[src/rtl/acu_plank_pkg.sv]
// Shared constants, frame kinds and FSM state encoding for the ACU/plank
// serial frame parser.
package acu_plank_pkg;

    localparam logic [7:0] HDR_BYTE     = 8'hAA;
    localparam logic [7:0] FTR_BYTE     = 8'h55;
    localparam logic [7:0] SNSR_PAYLOAD = 8'h11;

    localparam logic [3:0] TYPE_ACU   = 4'h1;
    localparam logic [3:0] TYPE_PLANK = 4'h2;
    localparam logic [3:0] TYPE_SNSR  = 4'h4;

    localparam int LEN_ACU     = 5;
    localparam int LEN_PLANK   = 18;
    localparam int LEN_SNSR    = 1;
    localparam int PLANK_DEPTH = 17;

    typedef enum logic [2:0] {
        ST_IDLE,
        ST_TYPE,
        ST_PAYLOAD,
        ST_CHKSUM,
        ST_FOOTER
    } fsm_state_t;

    typedef enum logic [1:0] {
        FT_ACU,
        FT_PLANK,
        FT_SNSR
    } frame_kind_t;

    // Index of the final payload byte for a given frame kind.
    function automatic logic [4:0] last_idx(frame_kind_t kind);
        case (kind)
            FT_ACU:   return 5'(LEN_ACU - 1);
            FT_PLANK: return 5'(LEN_PLANK - 1);
            default:  return 5'(LEN_SNSR - 1);
        endcase
    endfunction

endpackage

[src/rtl/inter_byte_timer.sv]
// Inter-byte watchdog: down-counter reloaded on clear or while idle,
// emitting a one-cycle expired pulse at terminal count.
module inter_byte_timer #(
    parameter int g_CYCLES = 100000
) (
    input  logic i_clk_100,
    input  logic i_rst_n,
    input  logic clear,
    input  logic run,
    output logic expired
);

    localparam int              W    = $clog2(g_CYCLES + 1);
    localparam logic [W-1:0]    LOAD = W'(g_CYCLES);

    logic [W-1:0] cnt;

    always_ff @(posedge i_clk_100 or negedge i_rst_n) begin
        if (!i_rst_n) begin
            cnt     <= LOAD;
            expired <= 1'b0;
        end else begin
            expired <= 1'b0;
            if (clear || !run) begin
                cnt <= LOAD;
            end else if (cnt != '0) begin
                cnt     <= cnt - W'(1);
                expired <= (cnt == W'(1));
            end
        end
    end

endmodule

[src/rtl/acu_frame_parser.sv]
// Parses ACU / PLANK / SNSR frames from the UART byte stream and drives the
// latched ACU registers, the plank write port and the status pulses.
//
// state      | meaning
// -----------+----------------------------------------------------------
// ST_IDLE    | waiting for header 0xAA, other bytes silently dropped
// ST_TYPE    | expecting type byte, selects frame kind
// ST_PAYLOAD | collecting payload into shadows / plank write port
// ST_CHKSUM  | comparing running XOR with received checksum
// ST_FOOTER  | expecting 0x55, commits shadows or flags an error
module acu_frame_parser
    import acu_plank_pkg::*;
#(
    parameter int g_TIMEOUT_CYC = 100000
) (
    input  logic       i_clk_100,
    input  logic       i_rst_n,
    input  logic       i_rx_dv,
    input  logic [7:0] i_rx_byte,
    output logic [3:0] o_enable,
    output logic [5:0] o_ATT1,
    output logic [5:0] o_ATT2,
    output logic [5:0] o_ATT3,
    output logic [5:0] o_ATT4,
    output logic       o_BITE_CNTRL,
    output logic       o_SUB_ARRAY,
    output logic       o_acu_valid,
    output logic       o_plank_wr_en,
    output logic [4:0] o_plank_wr_addr,
    output logic [7:0] o_plank_wr_data,
    output logic       o_plank_valid,
    output logic [2:0] o_plank_sel,
    output logic       o_snsr_req,
    output logic       o_frame_err
);

    fsm_state_t       state;
    frame_kind_t      kind;
    logic [4:0]       idx;
    logic [7:0]       chk;
    logic             chk_ok;
    logic             snsr_ok;
    logic [3:0]       sh_enable;
    logic [3:0][5:0]  sh_att;
    logic             sh_bite;
    logic             sh_sub;
    logic [2:0]       sh_sel;
    logic             timer_exp;

    inter_byte_timer #(
        .g_CYCLES (g_TIMEOUT_CYC)
    ) u_timer (
        .i_clk_100 (i_clk_100),
        .i_rst_n   (i_rst_n),
        .clear     (i_rx_dv),
        .run       (state != ST_IDLE),
        .expired   (timer_exp)
    );

    always_ff @(posedge i_clk_100 or negedge i_rst_n) begin
        if (!i_rst_n) begin
            state           <= ST_IDLE;
            kind            <= FT_ACU;
            idx             <= '0;
            chk             <= '0;
            chk_ok          <= 1'b0;
            snsr_ok         <= 1'b0;
            sh_enable       <= '0;
            sh_att          <= '0;
            sh_bite         <= 1'b0;
            sh_sub          <= 1'b0;
            sh_sel          <= '0;
            o_enable        <= '0;
            o_ATT1          <= '0;
            o_ATT2          <= '0;
            o_ATT3          <= '0;
            o_ATT4          <= '0;
            o_BITE_CNTRL    <= 1'b0;
            o_SUB_ARRAY     <= 1'b0;
            o_acu_valid     <= 1'b0;
            o_plank_wr_en   <= 1'b0;
            o_plank_wr_addr <= '0;
            o_plank_wr_data <= '0;
            o_plank_valid   <= 1'b0;
            o_plank_sel     <= '0;
            o_snsr_req      <= 1'b0;
            o_frame_err     <= 1'b0;
        end else begin
            o_acu_valid   <= 1'b0;
            o_plank_valid <= 1'b0;
            o_snsr_req    <= 1'b0;
            o_frame_err   <= 1'b0;
            o_plank_wr_en <= 1'b0;

            // A byte arriving in the expiry cycle takes priority over the timeout.
            if (i_rx_dv) begin
                case (state)
                    ST_IDLE: begin
                        if (i_rx_byte == HDR_BYTE) begin
                            chk   <= i_rx_byte;
                            state <= ST_TYPE;
                        end
                    end
                    ST_TYPE: begin
                        chk   <= chk ^ i_rx_byte;
                        idx   <= '0;
                        state <= ST_PAYLOAD;
                        case (i_rx_byte[3:0])
                            TYPE_ACU: begin
                                kind      <= FT_ACU;
                                sh_enable <= i_rx_byte[7:4];
                            end
                            TYPE_PLANK: kind <= FT_PLANK;
                            TYPE_SNSR:  kind <= FT_SNSR;
                            default: begin
                                o_frame_err <= 1'b1;
                                state       <= ST_IDLE;
                            end
                        endcase
                    end
                    ST_PAYLOAD: begin
                        chk <= chk ^ i_rx_byte;
                        idx <= idx + 5'd1;
                        if (idx == last_idx(kind)) state <= ST_CHKSUM;
                        case (kind)
                            FT_ACU: begin
                                if (idx < 5'd4) begin
                                    sh_att[idx[1:0]] <= i_rx_byte[5:0];
                                end else begin
                                    sh_bite <= i_rx_byte[0];
                                    sh_sub  <= i_rx_byte[1];
                                end
                            end
                            FT_PLANK: begin
                                // Writes go out immediately; the consumer only keeps them on o_plank_valid.
                                if (idx < 5'(PLANK_DEPTH)) begin
                                    o_plank_wr_en   <= 1'b1;
                                    o_plank_wr_addr <= idx;
                                    o_plank_wr_data <= i_rx_byte;
                                end else begin
                                    sh_sel <= i_rx_byte[2:0];
                                end
                            end
                            FT_SNSR: snsr_ok <= (i_rx_byte == SNSR_PAYLOAD);
                            default: ;
                        endcase
                    end
                    ST_CHKSUM: begin
                        chk_ok <= (i_rx_byte == chk);
                        state  <= ST_FOOTER;
                    end
                    ST_FOOTER: begin
                        state <= ST_IDLE;
                        if (i_rx_byte == FTR_BYTE && chk_ok && (kind != FT_SNSR || snsr_ok)) begin
                            case (kind)
                                FT_ACU: begin
                                    o_enable     <= sh_enable;
                                    o_ATT1       <= sh_att[0];
                                    o_ATT2       <= sh_att[1];
                                    o_ATT3       <= sh_att[2];
                                    o_ATT4       <= sh_att[3];
                                    o_BITE_CNTRL <= sh_bite;
                                    o_SUB_ARRAY  <= sh_sub;
                                    o_acu_valid  <= 1'b1;
                                end
                                FT_PLANK: begin
                                    o_plank_sel   <= sh_sel;
                                    o_plank_valid <= 1'b1;
                                end
                                FT_SNSR: o_snsr_req <= 1'b1;
                                default: o_frame_err <= 1'b1;
                            endcase
                        end else begin
                            o_frame_err <= 1'b1;
                        end
                    end
                    default: state <= ST_IDLE;
                endcase
            end else if (timer_exp && state != ST_IDLE) begin
                o_frame_err <= 1'b1;
                state       <= ST_IDLE;
            end
        end
    end

endmodule

[config.mk]
export PLATFORM = sky130hd
export DESIGN_NAME = acu_frame_parser
export DESIGN_NICKNAME = d
export VERILOG_FILES = /design/src/rtl/acu_plank_pkg.sv /design/src/rtl/inter_byte_timer.sv /design/src/rtl/acu_frame_parser.sv
export SDC_FILE = /design/constraint.sdc
export NUM_CORES = 1
export LEC_CHECK = 0
export CAP_MARGIN = 20
export CORE_MARGIN = 2
export CORE_UTILIZATION = 52
export CTS_CLUSTER_DIAMETER = 60
export CTS_CLUSTER_SIZE = 28
export DETAILED_ROUTE_END_ITERATION = 8
export PLACE_DENSITY = 0.74
export SYNTH_ARGS = -nofsm -noshare
export SYNTH_HDL_FRONTEND = slang
export SYNTH_SLANG_ARGS = --single-unit
[constraint.sdc]
create_clock -name i_clk_100 -period 4.6 [get_ports i_clk_100]
set_input_delay 0.92 -clock i_clk_100 [delete_from_list [all_inputs] [get_ports i_clk_100]]
set_output_delay 0.92 -clock i_clk_100 [all_outputs]
set_load 0.005 [all_outputs]
==> out/results.ini <==
[min_path]
hp-class=flop to flop

[power_and_ir_drop]
power_density_nw_per_um2=536
vdd_drop_max_v=0.000347
leakagePower_nw=3.19

[worst_setup_path]
r2r-end=u_timer.cnt[1]
critPathKind=input port to flop
crit_fanout=31
r2r-start=u_timer.cnt[14]
required_ns=5.00
cp-startpoint=i_rx_byte[5]
worst_setup_path_start_kind=input port
reg2reg_depth=4
r2r_setup_slack_ns=2.38
critPathArrivalTime_ns=3.25
endpoint=o_ATT3[0]
end_kind=flop

[clocking]
cts_sinks=122
root_buffer=clkbuf_8
htreeDepth=4
postCtsSetupBuffers=0
cts_tree=yes
cts.repair.resized=0
clk_pin_slew_worst_paths_ns=0.06
clock_path_buffers=2
insertion_delay_ns=0.52
postCtsHoldBufs=0
cts_inserted_buffers=17

[timing]
skew_ns=0.00729
maxSlewViolCount=0
finalSetupViolCount=0
timing.final.crit_share=0.620
slew_headroom=0.444
tns_ns=0
max_freq_mhz=351
hold_viol=0
fin_crit_ns=2.85
rsz0062_at_grt=false
worst-slew-pin-transition_ns=0.833

[yosys]
synth_compound_area_frac=0.0813
synth_fp_nets=482
yosysMostFrequentCell=dfrtp_1
synth_cells=464
ys_ff_latch=122
async_reset_ff_frac=1.00
synthXorXnorAreaFrac=0.0199
seq_area_frac_synth=0.534
synth_top_cells_by_count=116 x dfrtp_1, 49 x mux2_2, 40 x nand2_1
synth_top_area_frac=0.507
syn_avg_cell_area_um2=12.3
netlist_top_cells_area=dfrtp_1 51%, mux2_2 9.6%, mux2_4 7.6%
synth.largest_area_cell=dfrtp_1
synth_cell_types=59
synth_ff_type=dfrtp_1
synth-simple-area-share=0.130
netlist_area_um2=5730
synth-edff-count=0
ys_warn_count=0
synth_fa_ha_area_frac=0.0153
synth_top_family_by_area=multiplexers
synth_mux_area_frac=0.188

[placed_design]
port_buffers=61
place_inst=645
globalplace.congestion=0.842
dpl.hpwl_mm=8.20

[grt]
grt_usage=0.233
grt_pass1_vias=4057
grt_pass1_wl_mm=21.0
grt_max_degree=69
grt_overflow=0
antenna_found_initial=0

[routing]
vias=3868
drtIter0Drc=267
wire_per_inst_um=18.8
drt_first_pass_iters=5
ant_nets=0
viasPerCell=5.71
drc=0
totalWireLength_mm=12.7

[floorplanning]
core_um2=10800
top_level_ports=62
die_w_um=109
die_h_um=109
die_area_um2=11900
fp-row-count=38
initial_core_util=0.531

[layout]
final_nets=542
final_cells=677
syn_to_final_growth_pct=22.5
drive_gt1_frac=0.257
antenna-diode-count=0

[job]
max_cap_viol_count=0

[run_status]
status=completed

[placed cells by master, fill, tap and decap left out, drive strengths merged, types with 2 or more instances in the layout]
cell,n
clkinv,6
buf,10
a31oi,4
dfstp,6
nand4,8
xor2,4
nand2b,5
and2,2
dfrtp,116
o31ai,7
nor2,21
and3,5
nor4bb,4
or4,3
a21oi,14
nor2b,6
mux2,78
ha,7
a2111o,2
or3,6
inv,10
nand3,10
mux2i,9
a2111oi,3
bufinv,3
or3b,2
nand4bb,2
clkbuf,18
xnor2,9
a22o,4
clkinvlp,3
nand3b,2
nand2,41
o21ai,16
nor4,6
clkdlybuf4s50,60
nor3,4
o211ai,7
[where the power goes]
group          internal, W  total, W  switching, W
registers          0.00133   0.00157      0.000241
clock network     0.000827   0.00132      0.000492
logic             0.000458  0.000870      0.000412
[per-stage QoR]
step	hold slack [ns]	total power [W]	instance area [um^2]	utilization	setup WS, ns
after global routing	0.514	0.00396	7020	0.650	1.72
after CTS	0.494	0.00378	7020	0.650	1.79
after floorplan	0.449	0.00211	5730	-	2.20
final	0.490	0.00376	7020	0.650	1.75
after global placement	0.466	0.00239	6430	0.596	1.32
after detailed placement	0.478	0.00244	6430	0.596	1.26
[routing by layer]
metal	global-route usage	share of wire	vias to the layer above	wire [um]
met3	0.0520	0.050	12	638
met4	0.0604	0.010	0	132
li1	-	-	1795	-
met1	0.325	0.45	1965	5690
met2	0.370	0.49	96	6250
met5	0	0	-	0
[worst min-delay path by stage]
stage,from,endpoint,slack (ns),cells past startpoint
2_1_floorplan,chk_ok,chk_ok,0.45,2
6_report,sh_sub,sh_sub,0.49,2
3_3_place_gp,sh_sub,sh_sub,0.47,2
3_5_place_dp,o_plank_wr_addr[1],o_plank_wr_addr[1],0.48,2
5_1_grt,sh_att[5],o_ATT1[5],0.51,1
4_1_cts,sh_sub,sh_sub,0.49,2
[final cells by class]
class | instances | area (um^2)
timing repair buffer | 70 | 676
clock inverter | 14 | 171
tap | 140 | 175
multi-input combinational | 305 | 2490
clock buffer | 18 | 418
sequential | 122 | 3060
fill | 812 | 3770
inverter | 8 | 30.0
[sequential cells by signal, indices dropped and copies added (netlist names), 4 cells and up]
name             cells
o_plank_wr_addr      5
o_enable             4
o_ATT3               6
o_ATT4               6
o_plank_wr_data      8
sh_att              24
o_ATT2               6
u_timer.cnt         17
idx                  5
o_ATT1               6
sh_enable            4
chk                  8
[cells by family (layout without fill, tap and decap cells)]
group           after synthesis  in the layout
simple gates                130            130
buf+inv                      37            110
fa+ha+maj                     7              7
xor+xnor                     13             13
flops                       122            122
mux                          87             87
compound gates               68             68
[worst max-delay path, stage by stage]
cell and delay, ns:
clkdlybuf4s50_1 0.68, or3b_2 0.63, nor4_4 0.23, nand2_2 0.07
buf_4 0.31, mux2_4 0.37
Power figures use the tool's default switching activity.
